$ cat src/rtl/wallace_mul_sequencer_if.sv
// Handshake and multiplier-side bundle for wallace_mul_sequencer: an operand
// channel, a result channel and the nibble port of the shared 4x4 multiplier.
interface wallace_mul_sequencer_if #(
    parameter int W = 8
);
    logic           in_valid;
    logic           in_ready;
    logic [W-1:0]   in_a;
    logic [W-1:0]   in_b;
    logic [3:0]     mul_a;
    logic [3:0]     mul_b;
    logic [7:0]     mul_p;
    logic           out_valid;
    logic           out_ready;
    logic [2*W-1:0] out_p;
    logic           busy;

    modport slave (
        input  in_valid, in_a, in_b, mul_p, out_ready,
        output in_ready, mul_a, mul_b, out_valid, out_p, busy
    );

    modport master (
        output in_valid, in_a, in_b, mul_p, out_ready,
        input  in_ready, mul_a, mul_b, out_valid, out_p, busy
    );
endinterface

$ cat src/rtl/wallace_mul_sequencer.sv
// W x W unsigned multiplier built by sequencing nibble products through one external 4x4 multiplier.
// Optional build macro MUL_REG_EN registers mul_p before accumulation (one extra drain cycle).
module wallace_mul_sequencer #(
    parameter int W = 8
) (
    input  logic                   clk,
    input  logic                   rst_n,
    wallace_mul_sequencer_if.slave bus
);
    localparam int N  = W / 4;
    localparam int NN = N * N;
    localparam int KW = 5;

    localparam logic [1:0] ST_IDLE = 2'd0;
    localparam logic [1:0] ST_RUN  = 2'd1;
    localparam logic [1:0] ST_DONE = 2'd2;

    localparam logic [3:0] I_LAST = 4'(N - 1);
`ifdef MUL_REG_EN
    localparam logic [KW-1:0] K_LAST = KW'(NN);
`else
    localparam logic [KW-1:0] K_LAST = KW'(NN - 1);
`endif

    logic [1:0]     state_r;
    logic [KW-1:0]  k_r;
    logic [3:0]     i_r;
    logic [3:0]     j_r;
    logic [W-1:0]   a_r;
    logic [W-1:0]   b_r;
    logic [2*W-1:0] acc_r;
    logic [3:0]     mul_a_r;
    logic [3:0]     mul_b_r;
    logic           in_ready_r;
    logic           out_valid_r;
    logic [2*W-1:0] out_p_r;
    logic           busy_r;
`ifdef MUL_REG_EN
    logic [7:0]     prod_r;
    logic [7:0]     psh_r;
`endif

    logic [3:0]     i_nx_s;
    logic [3:0]     j_nx_s;
    logic [7:0]     sh_s;
    logic           last_s;
    logic           issue_nx_s;
    logic [7:0]     add_s;
    logic [7:0]     add_sh_s;
    logic           add_en_s;
    logic [2*W-1:0] acc_nx_s;

    function automatic logic [3:0] nib(input logic [W-1:0] x, input logic [3:0] idx);
        logic [3:0] r;
        r = 4'd0;
        for (int n = 0; n < N; n++) begin
            if (idx == 4'(n)) r = x[4*n +: 4];
        end
        return r;
    endfunction

    // Step bookkeeping: next nibble indices, partial-product shift and accumulator update.
    always_comb begin
        i_nx_s = (i_r == I_LAST) ? 4'd0 : i_r + 4'd1;
        j_nx_s = (i_r == I_LAST) ? j_r + 4'd1 : j_r;
        sh_s   = ({4'd0, i_r} + {4'd0, j_r}) << 2'd2;
        last_s = (k_r == K_LAST);
`ifdef MUL_REG_EN
        // Accumulate the product issued one cycle earlier; k=0 has nothing captured yet.
        add_s      = prod_r;
        add_sh_s   = psh_r;
        add_en_s   = (k_r != {KW{1'b0}});
        issue_nx_s = (k_r < KW'(NN - 1));
`else
        add_s      = bus.mul_p;
        add_sh_s   = sh_s;
        add_en_s   = 1'b1;
        issue_nx_s = !last_s;
`endif
        if (add_en_s) begin
            acc_nx_s = acc_r + ({{(2*W-8){1'b0}}, add_s} << add_sh_s);
        end else begin
            acc_nx_s = acc_r;
        end
    end

    // Control FSM, operand capture, multiplier issue and result registers.
    always_ff @(posedge clk or negedge rst_n) begin
        if (!rst_n) begin
            state_r     <= ST_IDLE;
            k_r         <= {KW{1'b0}};
            i_r         <= 4'd0;
            j_r         <= 4'd0;
            a_r         <= {W{1'b0}};
            b_r         <= {W{1'b0}};
            acc_r       <= {(2*W){1'b0}};
            mul_a_r     <= 4'd0;
            mul_b_r     <= 4'd0;
            in_ready_r  <= 1'b1;
            out_valid_r <= 1'b0;
            out_p_r     <= {(2*W){1'b0}};
            busy_r      <= 1'b0;
`ifdef MUL_REG_EN
            prod_r      <= 8'd0;
            psh_r       <= 8'd0;
`endif
        end else begin
            case (state_r)
                ST_IDLE: begin
                    if (bus.in_valid) begin
                        state_r    <= ST_RUN;
                        a_r        <= bus.in_a;
                        b_r        <= bus.in_b;
                        acc_r      <= {(2*W){1'b0}};
                        k_r        <= {KW{1'b0}};
                        i_r        <= 4'd0;
                        j_r        <= 4'd0;
                        mul_a_r    <= bus.in_a[3:0];
                        mul_b_r    <= bus.in_b[3:0];
                        in_ready_r <= 1'b0;
                        busy_r     <= 1'b1;
                    end
                end
                ST_RUN: begin
                    acc_r <= acc_nx_s;
`ifdef MUL_REG_EN
                    prod_r <= bus.mul_p;
                    psh_r  <= sh_s;
`endif
                    if (last_s) begin
                        state_r     <= ST_DONE;
                        out_valid_r <= 1'b1;
                        out_p_r     <= acc_nx_s;
                        mul_a_r     <= 4'd0;
                        mul_b_r     <= 4'd0;
                    end else begin
                        k_r     <= k_r + KW'(1);
                        i_r     <= i_nx_s;
                        j_r     <= j_nx_s;
                        mul_a_r <= issue_nx_s ? nib(a_r, i_nx_s) : 4'd0;
                        mul_b_r <= issue_nx_s ? nib(b_r, j_nx_s) : 4'd0;
                    end
                end
                ST_DONE: begin
                    if (bus.out_ready) begin
                        state_r     <= ST_IDLE;
                        out_valid_r <= 1'b0;
                        in_ready_r  <= 1'b1;
                        busy_r      <= 1'b0;
                    end
                end
                default: begin
                    state_r     <= ST_IDLE;
                    out_valid_r <= 1'b0;
                    in_ready_r  <= 1'b1;
                    busy_r      <= 1'b0;
                    mul_a_r     <= 4'd0;
                    mul_b_r     <= 4'd0;
                end
            endcase
        end
    end

    assign bus.in_ready  = in_ready_r;
    assign bus.mul_a     = mul_a_r;
    assign bus.mul_b     = mul_b_r;
    assign bus.out_valid = out_valid_r;
    assign bus.out_p     = out_p_r;
    assign bus.busy      = busy_r;
endmodule

$ cat src/flat_wrapper.sv
// flat-port wrapper written by rule: the top's interface ports become plain ports
module wallace_mul_sequencer_flat 
#(
    parameter int W = 8
)
  (clk, rst_n, bus_in_valid, bus_in_a, bus_in_b, bus_mul_p, bus_out_ready, bus_in_ready, bus_mul_a, bus_mul_b, bus_out_valid, bus_out_p, bus_busy);
  wallace_mul_sequencer_if #(.W(W)) bus_i ();
  input  logic clk;
  input  logic rst_n;
  input wire logic [$bits(bus_i.in_valid)-1:0] bus_in_valid;
  input wire logic [$bits(bus_i.in_a)-1:0] bus_in_a;
  input wire logic [$bits(bus_i.in_b)-1:0] bus_in_b;
  input wire logic [$bits(bus_i.mul_p)-1:0] bus_mul_p;
  input wire logic [$bits(bus_i.out_ready)-1:0] bus_out_ready;
  output wire logic [$bits(bus_i.in_ready)-1:0] bus_in_ready;
  output wire logic [$bits(bus_i.mul_a)-1:0] bus_mul_a;
  output wire logic [$bits(bus_i.mul_b)-1:0] bus_mul_b;
  output wire logic [$bits(bus_i.out_valid)-1:0] bus_out_valid;
  output wire logic [$bits(bus_i.out_p)-1:0] bus_out_p;
  output wire logic [$bits(bus_i.busy)-1:0] bus_busy;
  assign bus_i.in_valid = bus_in_valid;
  assign bus_i.in_a = bus_in_a;
  assign bus_i.in_b = bus_in_b;
  assign bus_i.mul_p = bus_mul_p;
  assign bus_i.out_ready = bus_out_ready;
  assign bus_in_ready = bus_i.in_ready;
  assign bus_mul_a = bus_i.mul_a;
  assign bus_mul_b = bus_i.mul_b;
  assign bus_out_valid = bus_i.out_valid;
  assign bus_out_p = bus_i.out_p;
  assign bus_busy = bus_i.busy;
  wallace_mul_sequencer #(.W(W)) u_core (.clk(clk), .rst_n(rst_n), .bus(bus_i));
endmodule
$ cat config.mk
export PLATFORM = sky130hd
export DESIGN_NAME = wallace_mul_sequencer_flat
export DESIGN_NICKNAME = d
export VERILOG_FILES = /design/src/rtl/wallace_mul_sequencer_if.sv /design/src/rtl/wallace_mul_sequencer.sv /design/src/flat_wrapper.sv
export SDC_FILE = /design/constraint.sdc
export NUM_CORES = 1
export LEC_CHECK = 0
export CAP_MARGIN = 5
export CORE_MARGIN = 1.5
export CORE_UTILIZATION = 45
export DETAILED_ROUTE_END_ITERATION = 10
export PLACE_DENSITY_LB_ADDON = 0.12
export SLEW_MARGIN = 40
export SYNTH_ARGS = -nofsm -noshare
export SYNTH_HDL_FRONTEND = slang
export SYNTH_SLANG_ARGS = --single-unit
$ cat constraint.sdc
create_clock -name clk -period 7.1 [get_ports clk]
set_clock_uncertainty 0.2 [all_clocks]
set_input_delay 2.13 -clock clk [delete_from_list [all_inputs] [get_ports clk]]
set_output_delay 2.13 -clock clk [all_outputs]
set_load 0.01 [all_outputs]
==> reports/qor.yml <==
power_and_ir_drop:
  clock_power_share_pct: 13.5
  peakVddDrop_mv: 0.1942
  swShare_pct: 44.30
  leakagePower_nw: 2.396
  p_seq_share_pct: 27.8
  power.switching_mw: 1.206
  p_per_area_nw_per_um2: 531.3
  p_int_mw: 1.516
  pwr-share-comb_pct: 58.7
setup_path:
  cp.required_ps: 7180
  startpoint_type: "primary input"
  crit_arrival_ps: 4850
  crit_path_end_kind: "register"
  critPathKind: "in2reg"
  r2r_slack_ps: 2460
  cp_max_fo: 4
floorplan:
  coreArea_um2: 9196
  num_rows: 35
  start_util_pct: 46.41
  ios: 55
  fp.dieW_um: 100.4
  dieArea_um2: 10080
  die_height_um: 100.4
clock_tree:
  cts-root-buf: "clkbuf_8"
  clk_path_buf_depth: 2
  cts.repair.resized: 0
  cts_made_buffers: 9
  postCtsSetupRepairBufs: 0
  clkSinkCount: 74
  cts_tree: "done"
  h-tree-depth: 3
  clkTransAtPathRegs_ps: 80
  clk_latency_ps: 350
  ctsHoldBuffers: 0
sta:
  rsz0062_at_grt: "no"
  tightest_slew_ps: 774.2
  fin_ws_ps: 2331
  finalCritPeriodShare_pct: 67.16
  hold-worst-slack_ps: 276.8
  setup_viol: 0
  fmax_ghz: 0.2097
  hold_viol_final: 0
  layout_min_cycle_time_ps: 4769
  relSlewSlack_pct: 47.91
  setup_tns_ps: 0
  finalMaxSlewViolations: 0
yosys:
  async_reset_ff_share_pct: 100.0
  ys.flop_type: "dfrtp_1"
  synth_edf_count: 0
  yosysUniqueCellTypes: 53
  yosysWarnings: 0
  ys_ff_latch: 74
  synth_area_um2: 4268
  syn_nets: 516
  ys_seq_area_share_pct: 43.42
  avgSynthCellArea_um2: 9.238
  synthCells: 462
layout:
  layout-drive-gt1-share_pct: 7.573
  area_growth_pct: 20.02
  final_common_cell: "nand2_1"
  nets: 564
  design_area_um2: 5122
  layout_common_cells: "nand2_1 (95), dfrtp_1 (73), clkdlybuf4s50_1 (53), nor2_1 (34), o21ai_0 (25)"
  antenna_cells: 0
run_status:
  outcome: "finished clean"
detailed_routing:
  drc_errors: 0
  viasPerCell: 5.617
  dr.pass1.iters: 4
  drt-total-wl_mm: 9.801
  vias: 3516
  wire_per_inst_um: 15.66
  drtAntennaViolNets: 0
  first_iter_violations: 116
placement:
  io_buffers: 54
  dp_slack_ps: 1989
  postPlaceCellArea_um2: 4898
  gp_congestion: 0.8558
  post-dp-hpwl_mm: 6.943
global_routing:
  grt_max_degree: 75
  gr-total-overflow: 0
  grt_usage_pct: 21.07
  grt_pass1_vias: 3399
  antenna_found_initial: 0
  grt_first_pass_wirelength_mm: 16.52
min_path:
  hold_class: "reg2reg"
flow_run:
  drv_cap: 0
==> cell type report <==
cell class,count,area [um^2]
Clock buffer,10,137.6
Clock inverter,6,80.08
Fill cell,847,4074
Inverter,14,52.55
Multi-Input combinational cell,353,2288
Sequential cell,74,1853
Tap cell,111,138.9
Timing Repair Buffer,58,571.8
==> path summary, 6_finish.rpt <==
check,from,endpoint,depth (start not counted)
hold / removal,u_core.bus.out_p[4]$_DFFE_PN0P_,u_core.bus.out_p[4]$_DFFE_PN0P_,2
setup / recovery,bus_mul_p[1],u_core.acc_r[15]$_DFFE_PN0P_,9
min in group asynchronous,rst_n,u_core.bus.out_p[5]$_DFFE_PN0P_,1
setup reg to reg,u_core.j_r[0]$_DFFE_PN0P_,u_core.acc_r[15]$_DFFE_PN0P_,13
hold reg to reg,u_core.bus.out_p[4]$_DFFE_PN0P_,u_core.bus.out_p[4]$_DFFE_PN0P_,2
max in group asynchronous,rst_n,u_core.acc_r[7]$_DFFE_PN0P_,1
==> Yosys cell counts, drive strengths merged, types with 7 or more instances <==
library cell | count | area share [%]
inv | 14 | 1.2
xor2 | 9 | 1.8
ha | 24 | 7.0
mux2 | 8 | 2.1
nand3 | 12 | 1.4
o21a | 7 | 1.2
a22o | 11 | 2.3
clkbuf | 19 | 1.7
nand2 | 95 | 8.4
mux2i | 11 | 2.6
o22ai | 9 | 1.3
dfrtp | 73 | 43
nor2 | 34 | 3.0
a21oi | 17 | 2.0
xnor2 | 11 | 2.3
a22oi | 8 | 1.4
o21ai | 25 | 2.9
==> registers in the layout, indices dropped and copies added (netlist names), 2 cells and up <==
signal            count
u_core.i_r            4
u_core.b_r            8
u_core.a_r            8
u_core.k_r            5
u_core.j_r            4
u_core.bus.mul_a      4
u_core.bus.mul_b      4
u_core.state_r        2
u_core.acc_r         16
u_core.bus.out_p     16
==> worst max-delay path, stage by stage <==
cell and delay (ps):
clkdlybuf4s50_1 500, nor3b_1 360, ha_1 320, a211oi_1 300
o211a_1 230, o21ai_0 130, nor4b_1 540, o21ai_0 170
a21oi_1 160
==> cells by family after synthesis <==
kind of cell | count (synthesis) | share of synthesized area, %
buffers and inverters | 35 | 3.107
muxes | 19 | 4.691
xor gates and xnor gates | 20 | 4.104
adders and majority gates | 26 | 7.974
and+or+nand+nor | 177 | 18.88
AOI/OAI and AO/OA | 111 | 17.82
DFF | 74 | 43.42
==> stage by stage <==
stage | std cells | util, % | power [mW]
floorplan | 462 | - | 1.883
global placement | 610 | 53.22 | 2.336
detailed placement | 610 | 53.27 | 2.359
CTS | 626 | 55.63 | 2.735
global route | 626 | 55.70 | 2.970
finish | 626 | 55.70 | 2.721
==> power by group through the flow <==
stage	clock (mW)	sequential, mW	combinational, mW
after floorplan	0	0.749	1.13
after global placement	0	0.760	1.58
after detailed placement	0	0.762	1.60
after CTS	0.377	0.757	1.60
after global routing	0.393	0.784	1.79
final	0.367	0.756	1.60
==> routing by layer <==
layer / part of all wire [%] / vias up / global-route usage (%)
met5: 0 / - / 0
met4: 1.7 / 0 / 7.042
met3: 3.9 / 16 / 3.691
met2: 46 / 75 / 34.54
met1: 48 / 1686 / 28.36
li1: - / 1739 / -
(Power assumes the default switching activity.)
